### config.mk
export PLATFORM = sky130hd
export DESIGN_NAME = sha3_squeeze
export DESIGN_NICKNAME = d
export VERILOG_FILES = /design/src/rtl/sha3_pkg.sv /design/src/rtl/sha3_lane_select.sv /design/src/rtl/sha3_squeeze.sv
export SDC_FILE = /design/constraint.sdc
export NUM_CORES = 2
export LEC_CHECK = 0
export CAP_MARGIN = 15
export CORE_AREA = 2 2 652 654
export CTS_BUF_LIST = sky130_fd_sc_hd__clkbuf_8 sky130_fd_sc_hd__clkbuf_16
export CTS_CLUSTER_DIAMETER = 50
export DETAILED_ROUTE_END_ITERATION = 6
export DIE_AREA = 0 0 654 656
export PLACE_DENSITY = 0.43
export SKIP_LAST_GASP = 1
export SYNTH_ARGS = -nofsm -noshare
export SYNTH_HDL_FRONTEND = slang
export SYNTH_SLANG_ARGS = --single-unit
### constraint.sdc
create_clock -name CLK -period 4.1 [get_ports CLK]
set_input_delay 0.82 -clock CLK [delete_from_list [all_inputs] [get_ports CLK]]
set_output_delay 0.82 -clock CLK [all_outputs]
set_load 0.005 [all_outputs]
### src/rtl/sha3_pkg.sv
// Shared Keccak constants, squeeze FSM states
// and per-variant rate sizes.
package sha3_pkg;

    localparam int STATE_SIZE = 1600;
    localparam int Z_WIDTH    = 64;
    localparam int LANE_COUNT = 25;

    localparam int RATE_SHA3_224 = 18;
    localparam int RATE_SHA3_256 = 17;
    localparam int RATE_SHA3_384 = 13;
    localparam int RATE_SHA3_512 = 9;
    localparam int RATE_SHAKE128 = 21;
    localparam int RATE_SHAKE256 = 17;

    typedef enum logic [1:0] {
        IDLE,
        EMIT,
        WAIT_PERM
    } sq_state_t;

endpackage

### src/rtl/sha3_lane_select.sv
// 25:1 lane multiplexer over a 1600-bit Keccak state.
// Out-of-range indices yield an all-zero lane.
module sha3_lane_select
    import sha3_pkg::*;
(
    input  logic [0:STATE_SIZE-1] state,
    input  logic [4:0]            idx,
    output logic [0:Z_WIDTH-1]    lane
);

    // Pick lane idx; lane bit z sits at state bit 64*idx+z
    always_comb begin
        lane = '0;
        for (int l = 0; l < LANE_COUNT; l++) begin
            if (idx == 5'(l)) begin
                lane = state[l*Z_WIDTH +: Z_WIDTH];
            end
        end
    end

endmodule

### src/rtl/sha3_squeeze.sv
// Squeeze reader: captures a permuted state and
// streams rate lanes as 64-bit words, asking for
// further permutations when the job exceeds the rate.
module sha3_squeeze
    import sha3_pkg::*;
#(
    parameter int RATE_LANES = 17,
    parameter int OUT_LANES  = 4
) (
    input  logic                  CLK,
    input  logic                  RST_N,
    input  logic [0:STATE_SIZE-1] STATE_IN,
    input  logic                  STATE_VALID,
    output logic                  STATE_READY,
    output logic                  PERM_REQ,
    output logic [0:Z_WIDTH-1]    DOUT,
    output logic                  DOUT_VALID,
    input  logic                  DOUT_READY,
    output logic                  DOUT_LAST
);

    localparam int CW = $clog2(OUT_LANES + 1);

    sq_state_t             state;
    sq_state_t             state_nx;
    logic [4:0]            lane_idx;
    logic [4:0]            lane_idx_nx;
    logic [CW-1:0]         out_cnt;
    logic [CW-1:0]         out_cnt_nx;
    logic [0:STATE_SIZE-1] buffer;
    logic [0:Z_WIDTH-1]    lane;
    logic                  capture;
    logic                  last;
    logic                  rate_end;

    sha3_lane_select u_sel (
        .state (buffer),
        .idx   (lane_idx),
        .lane  (lane)
    );

    assign last     = (out_cnt == CW'(OUT_LANES - 1));
    assign rate_end = (lane_idx == 5'(RATE_LANES - 1));

    // Next-state, counter updates and handshake outputs
    always_comb begin
        state_nx    = state;
        lane_idx_nx = lane_idx;
        out_cnt_nx  = out_cnt;
        capture     = 1'b0;
        STATE_READY = 1'b0;
        PERM_REQ    = 1'b0;
        DOUT_VALID  = 1'b0;
        DOUT_LAST   = 1'b0;
        DOUT        = '0;
        unique case (state)
            IDLE: begin
                STATE_READY = 1'b1;
                if (STATE_VALID) begin
                    capture     = 1'b1;
                    lane_idx_nx = '0;
                    out_cnt_nx  = '0;
                    state_nx    = EMIT;
                end
            end
            EMIT: begin
                DOUT_VALID = 1'b1;
                DOUT       = lane;
                DOUT_LAST  = last;
                if (DOUT_READY) begin
                    if (last) begin
                        out_cnt_nx = '0;
                        state_nx   = IDLE;
                    end else if (rate_end) begin
                        out_cnt_nx = out_cnt + 1'b1;
                        state_nx   = WAIT_PERM;
                    end else begin
                        lane_idx_nx = lane_idx + 5'd1;
                        out_cnt_nx  = out_cnt + 1'b1;
                    end
                end
            end
            WAIT_PERM: begin
                PERM_REQ    = 1'b1;
                STATE_READY = 1'b1;
                if (STATE_VALID) begin
                    capture     = 1'b1;
                    lane_idx_nx = '0;
                    state_nx    = EMIT;
                end
            end
            default: begin
                state_nx = IDLE;
            end
        endcase
    end

    // State, counters and captured Keccak state
    always_ff @(posedge CLK or negedge RST_N) begin
        if (!RST_N) begin
            state    <= IDLE;
            lane_idx <= '0;
            out_cnt  <= '0;
            buffer   <= '0;
        end else begin
            state    <= state_nx;
            lane_idx <= lane_idx_nx;
            out_cnt  <= out_cnt_nx;
            if (capture) begin
                buffer <= STATE_IN;
            end
        end
    end

endmodule

### Word level (Yosys, flattened, before mapping)

Cells that the tools add are included.
Widths: inputs -> output; s select.

* input port bits: 1604
* output and inout port bits: 68
* bits in registers: 1610
* logic and storage cells: 93

* add/sub/neg operators: 2
* eq/ne operators: 33
* muxes and demuxes: 46
* reduce and logical (&&, ||, !) cells: 8

Operators by type and width (number)
* $mux 64: 26
* $eq 5x5->1 const B: 9
* $eq 5x4->1 const B: 8
* $eq 5x3->1 const B: 4
* $mux 5: 4
* $eq 5x2->1 const B: 2
* $pmux 5 s2: 1
* $mux 3: 3
* $mux 2: 4
* $ne 2x2->1 const B: 4
* $mux 1: 6
* $pmux 3 s2: 1
* $reduce_and 3->1: 2
* $add 5x1->5 const B: 1
* $eq 5x1->1 const B: 1
* $logic_not 5->1: 1
* $reduce_and 5->1: 1
* $pmux 2 s2: 1
* $reduce_bool 2->1: 2
* $add 3x1->3 const B: 1
* $eq 3x2->1 const B: 1
* $ne 3x3->1 const B: 1
* $eq 2x1->1 const B: 1
* $eq 2x2->1 const B: 1
* other kinds (3): 3

### Depth between registers and ports, before layout

* depth after elaboration: 27
* mapped depth: 18
* mapped depth without buffers: 10

### By module

A second synthesis with hierarchy kept.

* cell total of the unflattened synthesis: 9248
* area, all modules: 76684.8 µm²

By module, submodules not included
* sha3_squeeze: cells an instance 6887, instances 1, area each 61858.1 µm², sequential area each 40288.6 µm²
* sha3_lane_select: cells an instance 2361, instances 1, area each 14826.7 µm², sequential area each 0.0 µm²

### Worst setup path after synthesis

No wires, ideal clock.

* path type: flip-flop to output port
* start point: register lane_idx[0]
* end point: output port DOUT[1] (netlist bit)
* required time: 3.280 ns
* cell stages (with the launch flop): 18
* slack: -0.145 ns
* buffers on the path: 9
* data arrival time: 3.425 ns
* cells stage by stage: dfrtp_1 -> ha_1 -> buf_2 -> buf_2 -> buf_2 -> buf_2 -> buf_1 -> and3_1 -> ha_1 -> buf_2 -> inv_1 -> clkbuf_1 -> clkbuf_1 -> clkbuf_1 -> o311ai_0 -> a21oi_1 -> a21oi_1 -> nor3_1

* word-level cells in the longest chain between the ends: 27
* elaborated cells on any way between the ends: 51
* classes of those cells: eq/ne (24); mux (26); reduce/logical (1)

Ends and longest elaborated chain
* start: declaration: RTL line sha3_squeeze.sv:26 `logic [4:0] lane_idx;`
* start signal: assignment: RTL line sha3_squeeze.sv:107 `lane_idx <= lane_idx_nx;`
* $logic_not 5->1: RTL line sha3_lane_select.sv:15 `if (idx == 5'(l)) begin`
* $mux 64 (24 in series): RTL line sha3_lane_select.sv:15
* $mux 64 (*): RTL line sha3_lane_select.sv:15
* $mux 64 (*): RTL line sha3_squeeze.sv:56 `unique case (state)`
* end: declaration: RTL line sha3_squeeze.sv:16 `output logic [0:Z_WIDTH-1] DOUT,`

Mark *: on every way between the ends. The rest lies on a longest branch, timed or not.

### Worst setup path after layout

* start point: register lane_idx[1]
* end point: output port DOUT[12] (netlist bit)

Same word-level chain as after synthesis.

==> impl_results.md <==
* Fin crit period at 5.39 ns
* Reg2reg path depth at 6
* Met3 usage at 10.4%
* Sequential area share after synthesis at a little over half
* Core box area at 422000 um2
* CP max-delay cell: a211oi_4
* Setup-failing EPs final at between 60 and 70
* HPWL after detailed placement at between 500000 and 600000 um
* Grt total ovfl at 0
* Critical R2R Launch: state[0]
* R2r endpoint: buffer[1010]
* Kind of critical path: reg -> out
* DRT iter0 DRCs at 9380
* Clk slew on worst S/H paths at approximately 0.060 ns
* Final Util at 31.1%
* Register bit count reported by yosys at between 1500 and 2000
* 1st-pass router iterations at 6
* GR Util met1 at approximately 38%
* RSZ-0062 raised after global routing: true
* Worst Path Required at 3.28 ns
* Status: finished with violations
* Gr usage total at between 30% and 40%
* Worst reg2reg setup slack at around 1.5 ns
* Boundary Pins at 1672
* CTS buffer count at 300
* Remaining antenna violation count after routing at 0
* Mapped cell area at about 77000 um2
* Slowest Stage Delay on Critical Path at between 0.6 and 0.7 ns
* DIE WIDTH at around 650 um
* Most common cell after layout, fill and taps aside: nand2_1
* Clock skew at around 0.06 ns
* Fillers at 45172
* Final net count at roughly 14000
* CP Cell Sequence: ha_4, buf_8, and4bb_4, buf_12, buf_8, a221o_1, a221o_2, a211oi_4, o221ai_2, buf_6, o2bb2ai_4, buf_6
* Longest Clk Path Bufs at 4
* Avg Cell Area, Syn at about 7.9 um2
* Vias in the first global route at 86125
* Final Slew Violations at 0
* Area grow syn2layout at 70.9%
* Die Area at 429000 um2
* CP Max Fanout at 13
* Via density at roughly 4.7
* PD cells at about 850 nW/um2
* Leak at slightly above 60 nW
* Via count at ~88000
* Grt met2 use at between 40% and 50%
* Most frequent cells in the layout: 4831 x nand2_1, 1607 x clkdlybuf4s50_1, 1605 x dfrtp_1
* Setup_tns at -62.32 ns
* Peak supply drop at approximately 0.39 mV
* Port-buffer cells at 1671
* Row cnt at between 200 and 250
* Most used routing layer: met2
* Failing checks: setup timing
* Critical path destination: DOUT[12]
* Dpl cells at ~18000
* Initial antenna violation count at around 550
* Hold Worst Slack at between 0.3 and 0.4 ns
* Die height at roughly 660 um
* Part of the cycle the worst path needs at 131%
* Synth Flop Type: dfrtp_1
* Clock Sinks at approximately 1600
* Fin cells at ~19000
* Crit path launch: lane_idx[1]
* Crit end category: output port
* Global-route wire length before repair at between 800000 and 900000 um
* Worst EP arrival at around 4.6 ns
* Hold crit path type: in -> reg
* Later-pin clock latency in the skew report at approximately 0.94 ns
* Worst Max-Slew Pin Slew at roughly 0.95 ns
* Max Cap Violations at 0
* Setup ws final at -1.29 ns
* Syn. warnings at 0
* Post-Syn Nets at about 11000
* H-tree depth at 5
* DRT Wirelength at 678000 um
* Relative slew margins at between 30% and 40%
* Synth Instances at 9674
* Netlist cell types at 100
* GPL Wtd Cong at roughly 1
* Synth async-reset ratio at 100%
* Max frequency at 186 MHz
* Share of post-route cells with drive strength above 1 at about 23%
* CTS tree: built
* Final Hold Fails at 0
* Root Driver: clkbuf_16
* Avg WL per Cell at 36.4 um
* Post-synth EDFFs at 0
* DRC at 0
* Initial core utilization at ~18%
* Crit start category: flop
* Largest net degree at the start of global routing at between 100 and 150
critical path, delay by kind of cell (launching register included):
kind / cells / cell delay, ns
compound gates: 5 / 1.86
fa+ha+maj: 1 / 0.20
buf+inv: 5 / 0.79
flops: 1 / 0.46
simple gates: 1 / 0.25
flip-flops by register name (all words and copies together) (netlist names):
signal,flops
buffer,1600
lane_idx,5
state,2
out_cnt,3
cells in the mapped netlist (39+ instances only):
library cell	n	share of area (%)
a22oi_1	85	0.83
nand2_1	4865	24
o21ai_0	379	2.5
nand3_1	53	0.35
a31oi_1	39	0.32
a221oi_1	108	1.2
o22ai_1	159	1.3
nor2_1	279	1.4
buf_2	171	1.1
dfrtp_1	1610	52
o211ai_1	72	0.70
clkbuf_1	470	2.3
inv_1	110	0.54
o221ai_1	78	0.89
a21oi_1	517	3.4
a221o_1	49	0.64
a211oi_1	54	0.53
cell families (layout without fill, tap and decap cells):
family / after synthesis / count (layout) / share of synthesized area [%]
multiplexers: 3 / 3 / 0.0424
AO/OA/AOI/OAI: 1771 / 1771 / 14.8
buffers and inverters: 820 / 3898 / 4.55
flip-flops: 1610 / 1610 / 52.5
XOR/XNOR: 2 / 2 / 0.0228
other: 0 / 197 / 0
adder cells (fa/ha/maj): 6 / 6 / 0.0978
AND/OR/NAND/NOR: 5462 / 5462 / 28.0
area by class of cell:
type                       count  area [um2]  share of cell area [%]
antenna                      197         493                   0.376
tap                         5663        7090                    5.40
timing repair buffer        3239       33100                    25.3
sequential                  1610       40300                    30.7
multi-input combinational   7244       39000                    29.7
inverter                     114         462                   0.352
timing repair inverter         1        11.3                 0.00858
clock inverter               210        2700                    2.05
clock buffer                 334        8020                    6.11
per-layer routing:
layer,routed length [um],share of wire [%],up-vias
met5,1950,0.29,-
met2,294000,43,4441
met1,270000,40,43982
met4,44900,6.6,310
met3,67000,9.9,1513
li1,-,-,37942
worst min-delay path by stage:
stage / startpoint / slack, ns / to / depth (start not counted)
after floorplan: buffer[1002] / 0.44 / buffer[1002] / 2
after global placement: buffer[266] / 0.45 / buffer[266] / 2
after detailed placement: buffer[769] / 0.46 / buffer[769] / 2
after CTS: STATE_IN[1244] / 0.31 / buffer[1244] / 3
after global routing: STATE_IN[1276] / 0.38 / buffer[1276] / 3
final: STATE_IN[1520] / 0.38 / buffer[1520] / 3
stage by stage:
stage,total power [mW],area (um2),setup WS [ns]
5_1_grt,116,131000,-1.33
3_5_place_dp,75.5,110000,-1.31
4_1_cts,109,128000,-1.47
6_report,112,131000,-1.29
3_3_place_gp,75.4,110000,-1.47
2_1_floorplan,42.9,76800,-0.0448
power by group:
part	internal (mW)	switching, mW
clock network	16.8	10.2
logic	21.4	31.9
registers	23.4	8.35
what timing repair did:
action | in CTS | in global routing
pin swaps | 273 | 305
endpoints found under the setup margin | 64 | 64
buffers inserted | 232 | 172
resized for setup | 1162 | 571
hold endpoints to repair | 39 | 0
hold buffers | 1 | 0
gates cloned | 20 | 5
(Power assumes the default switching activity.)
